--- src/rtl/prog_counter_seq.sv ---
// Job sequencer for an 8-bit programmable counter: load, N prescaled steps, done pulse.
// Optional AUTO_RELOAD_EN: a job latched with cmd_repeat=1 replays until abort or reset.
module prog_counter_seq #(
    parameter int unsigned PRESCALE_W = 4,
    parameter int unsigned WRAPCNT_W  = 4
) (
    input  logic                  clk,
    input  logic                  rst_n,
    input  logic                  cmd_valid,
    output logic                  cmd_ready,
    input  logic [7:0]            cmd_start,
    input  logic [7:0]            cmd_len,
    input  logic                  cmd_up,
    input  logic [PRESCALE_W-1:0] cmd_div,
    input  logic                  cmd_repeat,
    input  logic                  abort,
    input  logic                  oe_force,
    input  logic                  ctr_wrap,
    output logic                  ctr_load,
    output logic [7:0]            ctr_load_val,
    output logic                  ctr_en,
    output logic                  ctr_up,
    output logic                  ctr_oe,
    output logic                  busy,
    output logic                  done,
    output logic [WRAPCNT_W-1:0]  wrap_cnt
);

    typedef enum logic [1:0] {
        StIdle,
        StLoad,
        StRun,
        StDone
    } state_e;

    state_e                state_q, state_d;
    logic [PRESCALE_W-1:0] presc_q, presc_d;
    logic [PRESCALE_W-1:0] div_q, div_d;
    logic [7:0]            start_q, start_d;
    logic [7:0]            len_q, len_d;
    logic [7:0]            remain_q, remain_d;
    logic                  up_q, up_d;
    logic [WRAPCNT_W-1:0]  wrap_cnt_q, wrap_cnt_d;
    logic                  accept;
    logic                  wrap_window;

`ifdef AUTO_RELOAD_EN
    logic repeat_q, repeat_d;
`else
    logic unused_cmd_repeat;
    assign unused_cmd_repeat = cmd_repeat;
`endif

    // abort in IDLE does nothing except block the accept of that cycle
    assign accept      = (state_q == StIdle) && cmd_valid && !abort;
    assign wrap_window = (state_q == StRun) || (state_q == StDone);

    always_comb begin
        state_d    = state_q;
        presc_d    = presc_q;
        div_d      = div_q;
        start_d    = start_q;
        len_d      = len_q;
        remain_d   = remain_q;
        up_d       = up_q;
        wrap_cnt_d = wrap_cnt_q;
`ifdef AUTO_RELOAD_EN
        repeat_d   = repeat_q;
`endif
        cmd_ready  = 1'b0;
        ctr_load   = 1'b0;
        ctr_en     = 1'b0;
        done       = 1'b0;

        unique case (state_q)
            StIdle: begin
                cmd_ready = 1'b1;
                if (accept) begin
                    start_d    = cmd_start;
                    len_d      = cmd_len;
                    up_d       = cmd_up;
                    div_d      = cmd_div;
`ifdef AUTO_RELOAD_EN
                    repeat_d   = cmd_repeat;
`endif
                    wrap_cnt_d = '0;
                    state_d    = StLoad;
                end
            end
            StLoad: begin
                ctr_load = 1'b1;
                presc_d  = '0;
                remain_d = len_q;
                state_d  = (len_q == 8'd0) ? StDone : StRun;
            end
            StRun: begin
                if (presc_q == div_q) begin
                    ctr_en   = 1'b1;
                    presc_d  = '0;
                    remain_d = remain_q - 8'd1;
                    if (remain_q == 8'd1) begin
                        state_d = StDone;
                    end
                end else begin
                    presc_d = presc_q + 1'b1;
                end
            end
            StDone: begin
                done    = 1'b1;
                state_d = StIdle;
`ifdef AUTO_RELOAD_EN
                if (repeat_q) begin
                    state_d = StLoad;
                end
`endif
            end
            default: begin
                state_d = StIdle;
            end
        endcase

        // DONE is included so the wrap caused by the final step is still counted
        if (wrap_window && ctr_wrap && !abort && (wrap_cnt_q != {WRAPCNT_W{1'b1}})) begin
            wrap_cnt_d = wrap_cnt_q + 1'b1;
        end

        if (abort && (state_q != StIdle)) begin
            state_d  = StIdle;
            presc_d  = '0;
            ctr_load = 1'b0;
            ctr_en   = 1'b0;
            done     = 1'b0;
        end
    end

    always_ff @(posedge clk or negedge rst_n) begin
        if (!rst_n) begin
            state_q    <= StIdle;
            presc_q    <= '0;
            div_q      <= '0;
            start_q    <= 8'd0;
            len_q      <= 8'd0;
            remain_q   <= 8'd0;
            up_q       <= 1'b0;
            wrap_cnt_q <= '0;
`ifdef AUTO_RELOAD_EN
            repeat_q   <= 1'b0;
`endif
        end else begin
            state_q    <= state_d;
            presc_q    <= presc_d;
            div_q      <= div_d;
            start_q    <= start_d;
            len_q      <= len_d;
            remain_q   <= remain_d;
            up_q       <= up_d;
            wrap_cnt_q <= wrap_cnt_d;
`ifdef AUTO_RELOAD_EN
            repeat_q   <= repeat_d;
`endif
        end
    end

    assign busy         = (state_q != StIdle);
    assign ctr_up       = busy & up_q;
    assign ctr_oe       = busy | oe_force;
    assign ctr_load_val = start_q;
    assign wrap_cnt     = wrap_cnt_q;

endmodule

--- config.mk ---
export PLATFORM = sky130hd
export DESIGN_NAME = prog_counter_seq
export DESIGN_NICKNAME = d
export VERILOG_FILES = /design/src/rtl/prog_counter_seq.sv
export SDC_FILE = /design/constraint.sdc
export NUM_CORES = 1
export LEC_CHECK = 0
export CAP_MARGIN = 20
export CORE_AREA = 2 2 56 79
export DETAILED_ROUTE_END_ITERATION = 8
export DIE_AREA = 0 0 58 81
export GPL_ROUTABILITY_DRIVEN = 0
export PLACE_DENSITY = 0.81
export SETUP_SLACK_MARGIN = 0.5
export SLEW_MARGIN = 15
export SYNTH_ARGS = -nofsm -noshare
export SYNTH_HDL_FRONTEND = slang
export SYNTH_SLANG_ARGS = --single-unit
export TNS_END_PERCENT = 100
--- constraint.sdc ---
create_clock -name clk -period 3 [get_ports clk]
set_input_delay 0.6 -clock clk [delete_from_list [all_inputs] [get_ports clk]]
set_output_delay 0.6 -clock clk [all_outputs]
set_load 0.1 [all_outputs]
==> results.sh, run 1 <==
export IMPL_status="finished, final reports clean"
export IMPL_rsz0062_at_grt="no"
export IMPL_clock_sinks=39
export IMPL_cts_hold_buf=0
export IMPL_fp_row_count=28
export IMPL_grt_ovfl_total=0
export IMPL_syn_area_per_cell_um2=11.1
export IMPL_clock_latency_ns=0.29
export IMPL_drive_gt1_share_pct=27.5
export IMPL_cp_required_ns=2.40
export IMPL_num_nets_final=268
export IMPL_critical_path_arrival_ns=1.77
export IMPL_synth_common_cells="39 x dfrtp_1, 22 x mux2_2, 10 x inv_1, 10 x nand2_1, 10 x nand3_1"
export IMPL_num_io_pins=47
export IMPL_hpwl_um=2830
export IMPL_clkPwrFrac_pct=15.9
export IMPL_seq_power_share_pct=28.6
export IMPL_r2r_end="presc_q[3]"
export IMPL_slew_headroom_pct=42.6
export IMPL_timing_final_crit_share_pct=78.9
export IMPL_r2r_start="state_q[1]"
export IMPL_worst_path_max_delay_cell="dfrtp_1"
export IMPL_fin_cells=278
export IMPL_worst_slew_pin_slew_ns=0.861
export IMPL_synth_most_common_cell="dfrtp_1"
export IMPL_intPower_mw=1.69
export IMPL_cts_resized=0
export IMPL_hp_class="in2async"
export IMPL_grt_max_degree=40
export IMPL_p_leak_nw=1.18
export IMPL_cts_root_buf="clkbuf_8"
export IMPL_grt_pass1_wl_um=6470
export IMPL_p_switching_mw=1.61
export IMPL_drcViolationCount=0
export IMPL_core_um2=4060
export IMPL_final_antenna_net_count=0
export IMPL_drv_slew=0
export IMPL_num_antenna_cells=0
export IMPL_drt_iter0_markers=27
export IMPL_synth_nets=220
export IMPL_worstPathMaxFanout=14
export IMPL_max_stage_delay_ns=0.43
export IMPL_synth_warnings=0
export IMPL_startpoint_type="flop"
export IMPL_fmax_mhz=423
export IMPL_endpoint_kind="output port"
export IMPL_routed_wl_um=3850
export IMPL_critPathBufInv=2
export IMPL_fin_tns_setup_ns=0
export IMPL_synth_cell_types=42
export IMPL_r2r_worst_path_cells=6
export IMPL_synthArstFlopShare_pct=100
export IMPL_clk_pin_slew_ns=0.08
export IMPL_seq_area_frac_synth_pct=48.0
export IMPL_synth_cells=184
export IMPL_synth_ff_type="dfrtp_1"
export IMPL_synth_ff_latch_count=39
export IMPL_hold_slack_ns=0.412
export IMPL_min_period_ns=2.37
export IMPL_grt_pass1_vias=1454
export IMPL_vias_per_cell=5.44
export IMPL_grtUsageTotal_pct=18.0
export IMPL_htree_levels=2
export IMPL_setup_violations=0
export IMPL_pwr_share_comb_pct=55.5
export IMPL_cap_viol_max_count=0
export IMPL_portBuffers=45
export IMPL_finalPower_mw=3.30
export IMPL_synth_area_um2=2030
export IMPL_yosys_area_top_type="dfrtp_1"
export IMPL_wl_per_cell_um=13.8
export IMPL_synth_edf_count=0
export IMPL_drtPass1Iterations=4
export IMPL_nFillCells=311
export IMPL_hold_viol=0
export IMPL_design_area_um2=2670
export IMPL_power_share_switching_pct=48.8
export IMPL_num_vias=1511
export IMPL_cpLargestDelayFamily="simple AND/OR/NAND/NOR gates"
export IMPL_syn_to_final_growth_pct=31.4
export IMPL_post_cts_setup_buffers=0
export IMPL_dp_cells=270
export IMPL_cts_tree="yes"
export IMPL_cts_buffers=5
export IMPL_antenna_found_initial=0
export IMPL_power_per_cell_area_nw_per_um2=1230
export IMPL_die_h_um=81
export IMPL_cts_path_max_buffers=2
export IMPL_ir_drop_mv=1.35
export IMPL_path_cells="xor2_1 -> nor4_4 -> buf_4 -> nor2b_4 -> buf_12"
export IMPL_dieWidth_um=58
export IMPL_crit_type="reg2out"
export IMPL_fin_skew_ns=0.00320
export IMPL_start_util_pct=50.0
export IMPL_r2r_slack_ns=1.12
export IMPL_synth_top_area_share_pct=48.0
export IMPL_die_area_um2=4700
export IMPL_synth_area_leaders="dfrtp_1 48%, mux2_2 12%, ha_1 4.9%"
export IMPL_dpl_cell_area_um2=2540
-- power by group through the flow --
stage | Sequential [mW] | Clock, mW | Combinational (mW)
final | 0.942 | 0.525 | 1.83
after global routing | 0.970 | 0.555 | 1.94
after CTS | 0.942 | 0.531 | 1.84
after detailed placement | 0.951 | 0 | 1.83
after global placement | 0.945 | 0 | 1.81
after floorplan | 1.40 | 0 | 0.992
-- worst reg2reg max path, delay by kind of cell, from the launching register on --
kind / cells / cell delay (ns)
compound gates: 3 / 0.84
flops: 1 / 0.38
fa+ha+maj: 1 / 0.33
simple gates: 1 / 0.11
buf+inv: 1 / 0.10
-- state kept, by name, summed over array words and instances (netlist names) --
| name | count |
|---|---|
| wrap_cnt | 4 |
| remain_q | 8 |
| ctr_load_val | 8 |
| state_q | 2 |
| up_q | 1 |
| len_q | 8 |
| presc_q | 4 |
| div_q | 4 |
-- per-stage QoR --
| step | setup slack, ns | utilization (%) |
|---|---|---|
| floorplan | 0.525 | - |
| global placement | 0.718 | 62.4 |
| detailed placement | 0.701 | 62.4 |
| CTS | 0.623 | 65.8 |
| global route | 0.540 | 65.8 |
| finish | 0.634 | 65.8 |
-- routing by layer --
| layer | vias to the layer above | part of all wire, % | GRT usage, % |
|---|---|---|---|
| li1 | 743 | - | - |
| met1 | 732 | 42 | 21.9 |
| met2 | 29 | 53 | 30.3 |
| met3 | 7 | 3.0 | 4.46 |
| met4 | 0 | 1.9 | 7.67 |
| met5 | - | 0 | 0 |
-- layout by cell type (no fill, tap or decap), types with 2 or more instances in the layout --
cell / count
o21ai_0: 8
bufinv_16: 2
or3_1: 2
mux2_2: 22
o21ai_1: 2
nand2b_1: 5
inv_1: 10
o221a_2: 2
o22ai_1: 2
xor2_1: 7
and2_2: 2
ha_1: 7
nor4_1: 2
dfrtp_1: 39
a21oi_1: 8
nor2_1: 7
buf_12: 3
clkdlybuf4s50_1: 25
buf_4: 19
nand3_1: 10
nor3b_1: 2
nor2b_1: 3
nand2_1: 10
mux2i_1: 2
o211ai_1: 2
a211oi_1: 3
clkbuf_8: 5
-- how the worst max path moves through the flow --
stage	startpoint	end	slack, ns	cells past startpoint
floorplan	state_q[0]	ctr_en	0.52	6
global placement	abort	ctr_en	0.72	5
detailed placement	abort	ctr_en	0.70	5
CTS	presc_q[2]	ctr_en	0.62	5
global route	presc_q[2]	ctr_en	0.54	5
finish	presc_q[2]	ctr_en	0.63	5
-- cell type report --
type	instances	area, µm²	share of cell area, %
clock inverters	3	67.6	2.53
repair buffers	48	458	17.1
inverters	10	37.5	1.40
flip-flops and latches	39	976	36.5
clock buffers	5	68.8	2.57
multi-input cells	128	1010	37.7
well taps	45	56.3	2.11
-- logic make-up after synthesis --
family                     after synthesis  synth area share, %
AOI/OAI and AO/OA                       35                 11.5
xor gates and xnor gates                 8                 3.45
adders and majority gates                8                 4.92
buffers and inverters                   17                 3.63
DFF                                     39                 48.0
muxes                                   24                 13.2
and+or+nand+nor                         53                 15.3
No activity file was read; power rests on OpenSTA's default activity.
==> run 2: changes to the inputs <==
CORE_AREA = 2 2 57 81   (was 2 2 56 79)
DIE_AREA = 0 0 59 83   (was 0 0 58 81)
PLACE_DENSITY = 0.78   (was 0.81)
clock period = 2.35 ns   (was 3 ns; I/O delays follow)
==> run 2 against run 1 <==
Net effect:
- final area increased by 6.8%
- critical path type unchanged
- sequential power increased by 27%
- via count increased by 5.8%
- utilization increased by 3.3 points
- clock skew increased by 0.0036 ns
- combinational power increased by 48%
- largest power group unchanged
- critical endpoint unchanged
- non-clock buffer count increased by 13
- critical path depth decreased by 1
==> results.sh, run 2 (synthesis results as in run 1) <==
export IMPL_status="finished, final reports clean"
export IMPL_final_antenna_net_count=0
export IMPL_num_nets_final=281
export IMPL_pwr_share_comb_pct=62.4
export IMPL_clkPwrFrac_pct=10.0
export IMPL_final_common_cell="dfrtp_1"
export IMPL_rsz0062_at_grt="yes"
export IMPL_worstPathMaxFanout=2
export IMPL_cp_required_ns=1.88
export IMPL_nFillCells=318
export IMPL_drive_gt1_share_pct=34.1
export IMPL_r2r_worst_path_cells=7
export IMPL_dr_wl_met2_um=2360
export IMPL_layout_common_cells="38 x dfrtp_1, 24 x clkdlybuf4s50_1, 23 x buf_4"
export IMPL_ir_drop_mv=1.23
export IMPL_grt_pass1_wl_um=7090
export IMPL_cap_viol_max_count=0
export IMPL_wl_per_cell_um=14.7
export IMPL_worst_slew_pin_slew_ns=0.504
export IMPL_grtUsageTotal_pct=19.0
export IMPL_core_um2=4130
export IMPL_r2r_end="state_q[0]"
export IMPL_grt_max_degree=40
export IMPL_htree_levels=2
export IMPL_clock_latency_ns=0.30
export IMPL_start_util_pct=49.2
export IMPL_timing_final_crit_share_pct=86.8
export IMPL_critical_path_arrival_ns=1.57
export IMPL_drt_iter0_markers=24
export IMPL_power_per_cell_area_nw_per_um2=1520
export IMPL_grt_pass1_vias=1588
export IMPL_antenna_found_initial=0
export IMPL_min_period_ns=2.04
export IMPL_cts_path_max_buffers=2
export IMPL_startpoint_type="flop"
export IMPL_cts_hold_buf=0
export IMPL_seq_power_share_pct=27.7
export IMPL_hpwl_um=2900
export IMPL_clk_pin_slew_ns=0.07
export IMPL_portBuffers=45
export IMPL_drcViolationCount=0
export IMPL_num_vias=1599
export IMPL_crit_type="reg2out"
export IMPL_dieWidth_um=59
export IMPL_hp_class="in2async"
export IMPL_fin_tns_setup_ns=0
export IMPL_fin_skew_ns=0.00675
export IMPL_grt_ovfl_total=0
export IMPL_wl_met1_um=1730
export IMPL_endpoint_kind="output port"
export IMPL_fp_row_count=28
export IMPL_clock_sinks=39
export IMPL_cts_tree="yes"
export IMPL_wl_met3_um=107
export IMPL_num_io_pins=47
export IMPL_syn_to_final_growth_pct=40.4
export IMPL_p_leak_nw=1.27
export IMPL_vias_per_cell=5.49
export IMPL_power_share_switching_pct=49.2
export IMPL_intPower_mw=2.21
export IMPL_slew_headroom_pct=66.4
export IMPL_r2r_start="div_q[0]"
export IMPL_die_h_um=83
export IMPL_p_switching_mw=2.14
export IMPL_die_area_um2=4900
export IMPL_hold_viol=0
export IMPL_setup_violations=0
export IMPL_num_antenna_cells=0
export IMPL_cts_buffers=5
export IMPL_routed_wl_um=4290
export IMPL_r2r_slack_ns=0.55
export IMPL_top_layer="met4"
export IMPL_drtPass1Iterations=4
export IMPL_cts_root_buf="clkbuf_8"
export IMPL_drv_slew=0
export IMPL_hold_slack_ns=0.222
export IMPL_fmax_mhz=490
-- run 2: cell count changes in the layout (fill, tap and decap cells not counted), moves of 3 or more --
| cell | delta |
|---|---|
| buf_4 | +4 |
| inv_1 | -3 |
| inv_2 | +3 |
| buf_12 | +5 |
-- run 2: worst max-delay path: stages, from the launching register on --
cell	delay [ns]
dfrtp_1	0.39
xor2_1	0.19
nor4_4	0.31
nor2b_4	0.21
buf_12	0.18
-- run 2: per-layer routing --
layer | vias up | global-route usage, %
li1 | 778 | -
met1 | 793 | 21.9
met2 | 22 | 32.4
met3 | 6 | 4.36
met4 | 0 | 8.06
met5 | - | 0
-- run 2: layout make-up --
type / instances / area (µm²) / area share, %
Clock buffer: 7 / 76.3 / 2.67
Sequential cell: 39 / 977 / 34.2
Multi-Input combinational cell: 128 / 1060 / 37.2
Tap cell: 45 / 56.3 / 1.97
Timing Repair Buffer: 61 / 639 / 22.4
Inverter: 10 / 37.5 / 1.31
Clock inverter: 1 / 5.00 / 0.175
-- run 2: worst max path at each step --
stage               cells past startpoint       start  slack (ns)  endpoint
CTS                                     4    div_q[0]        0.31    ctr_en
detailed placement                      4       abort        0.34  ctr_load
floorplan                               6  state_q[0]        0.12    ctr_en
finish                                  4    div_q[0]        0.31    ctr_en
global placement                        4       abort        0.35  ctr_load
global route                            4    div_q[0]        0.23    ctr_en
-- run 2: metrics by stage --
stage | worst slack [ns] | instances | power (mW) | util [%] | area [µm²]
floorplan | 0.122 | 184 | 3.09 | - | 2090
global placement | 0.349 | 272 | 3.68 | 63.6 | 2630
detailed placement | 0.337 | 272 | 3.72 | 63.6 | 2630
CTS | 0.307 | 287 | 4.24 | 67.2 | 2780
global route | 0.227 | 291 | 4.58 | 69.1 | 2860
finish | 0.309 | 291 | 4.35 | 69.1 | 2860
-- run 2: power groups by stage --
| stage | sequential, mW | combinational (mW) | clock, mW |
|---|---|---|---|
| after floorplan | 1.79 | 1.31 | 0 |
| after global placement | 1.21 | 2.47 | 0 |
| after detailed placement | 1.22 | 2.50 | 0 |
| after CTS | 1.20 | 2.59 | 0.448 |
| after global routing | 1.24 | 2.87 | 0.473 |
| final | 1.20 | 2.71 | 0.434 |
-- run 2: timing repair --
action / in CTS / in global routing
endpoints found under the setup margin: 4 / 8
gates resized for setup: 7 / 10
pin swaps: 2 / 2
setup buffers: 7 / 4
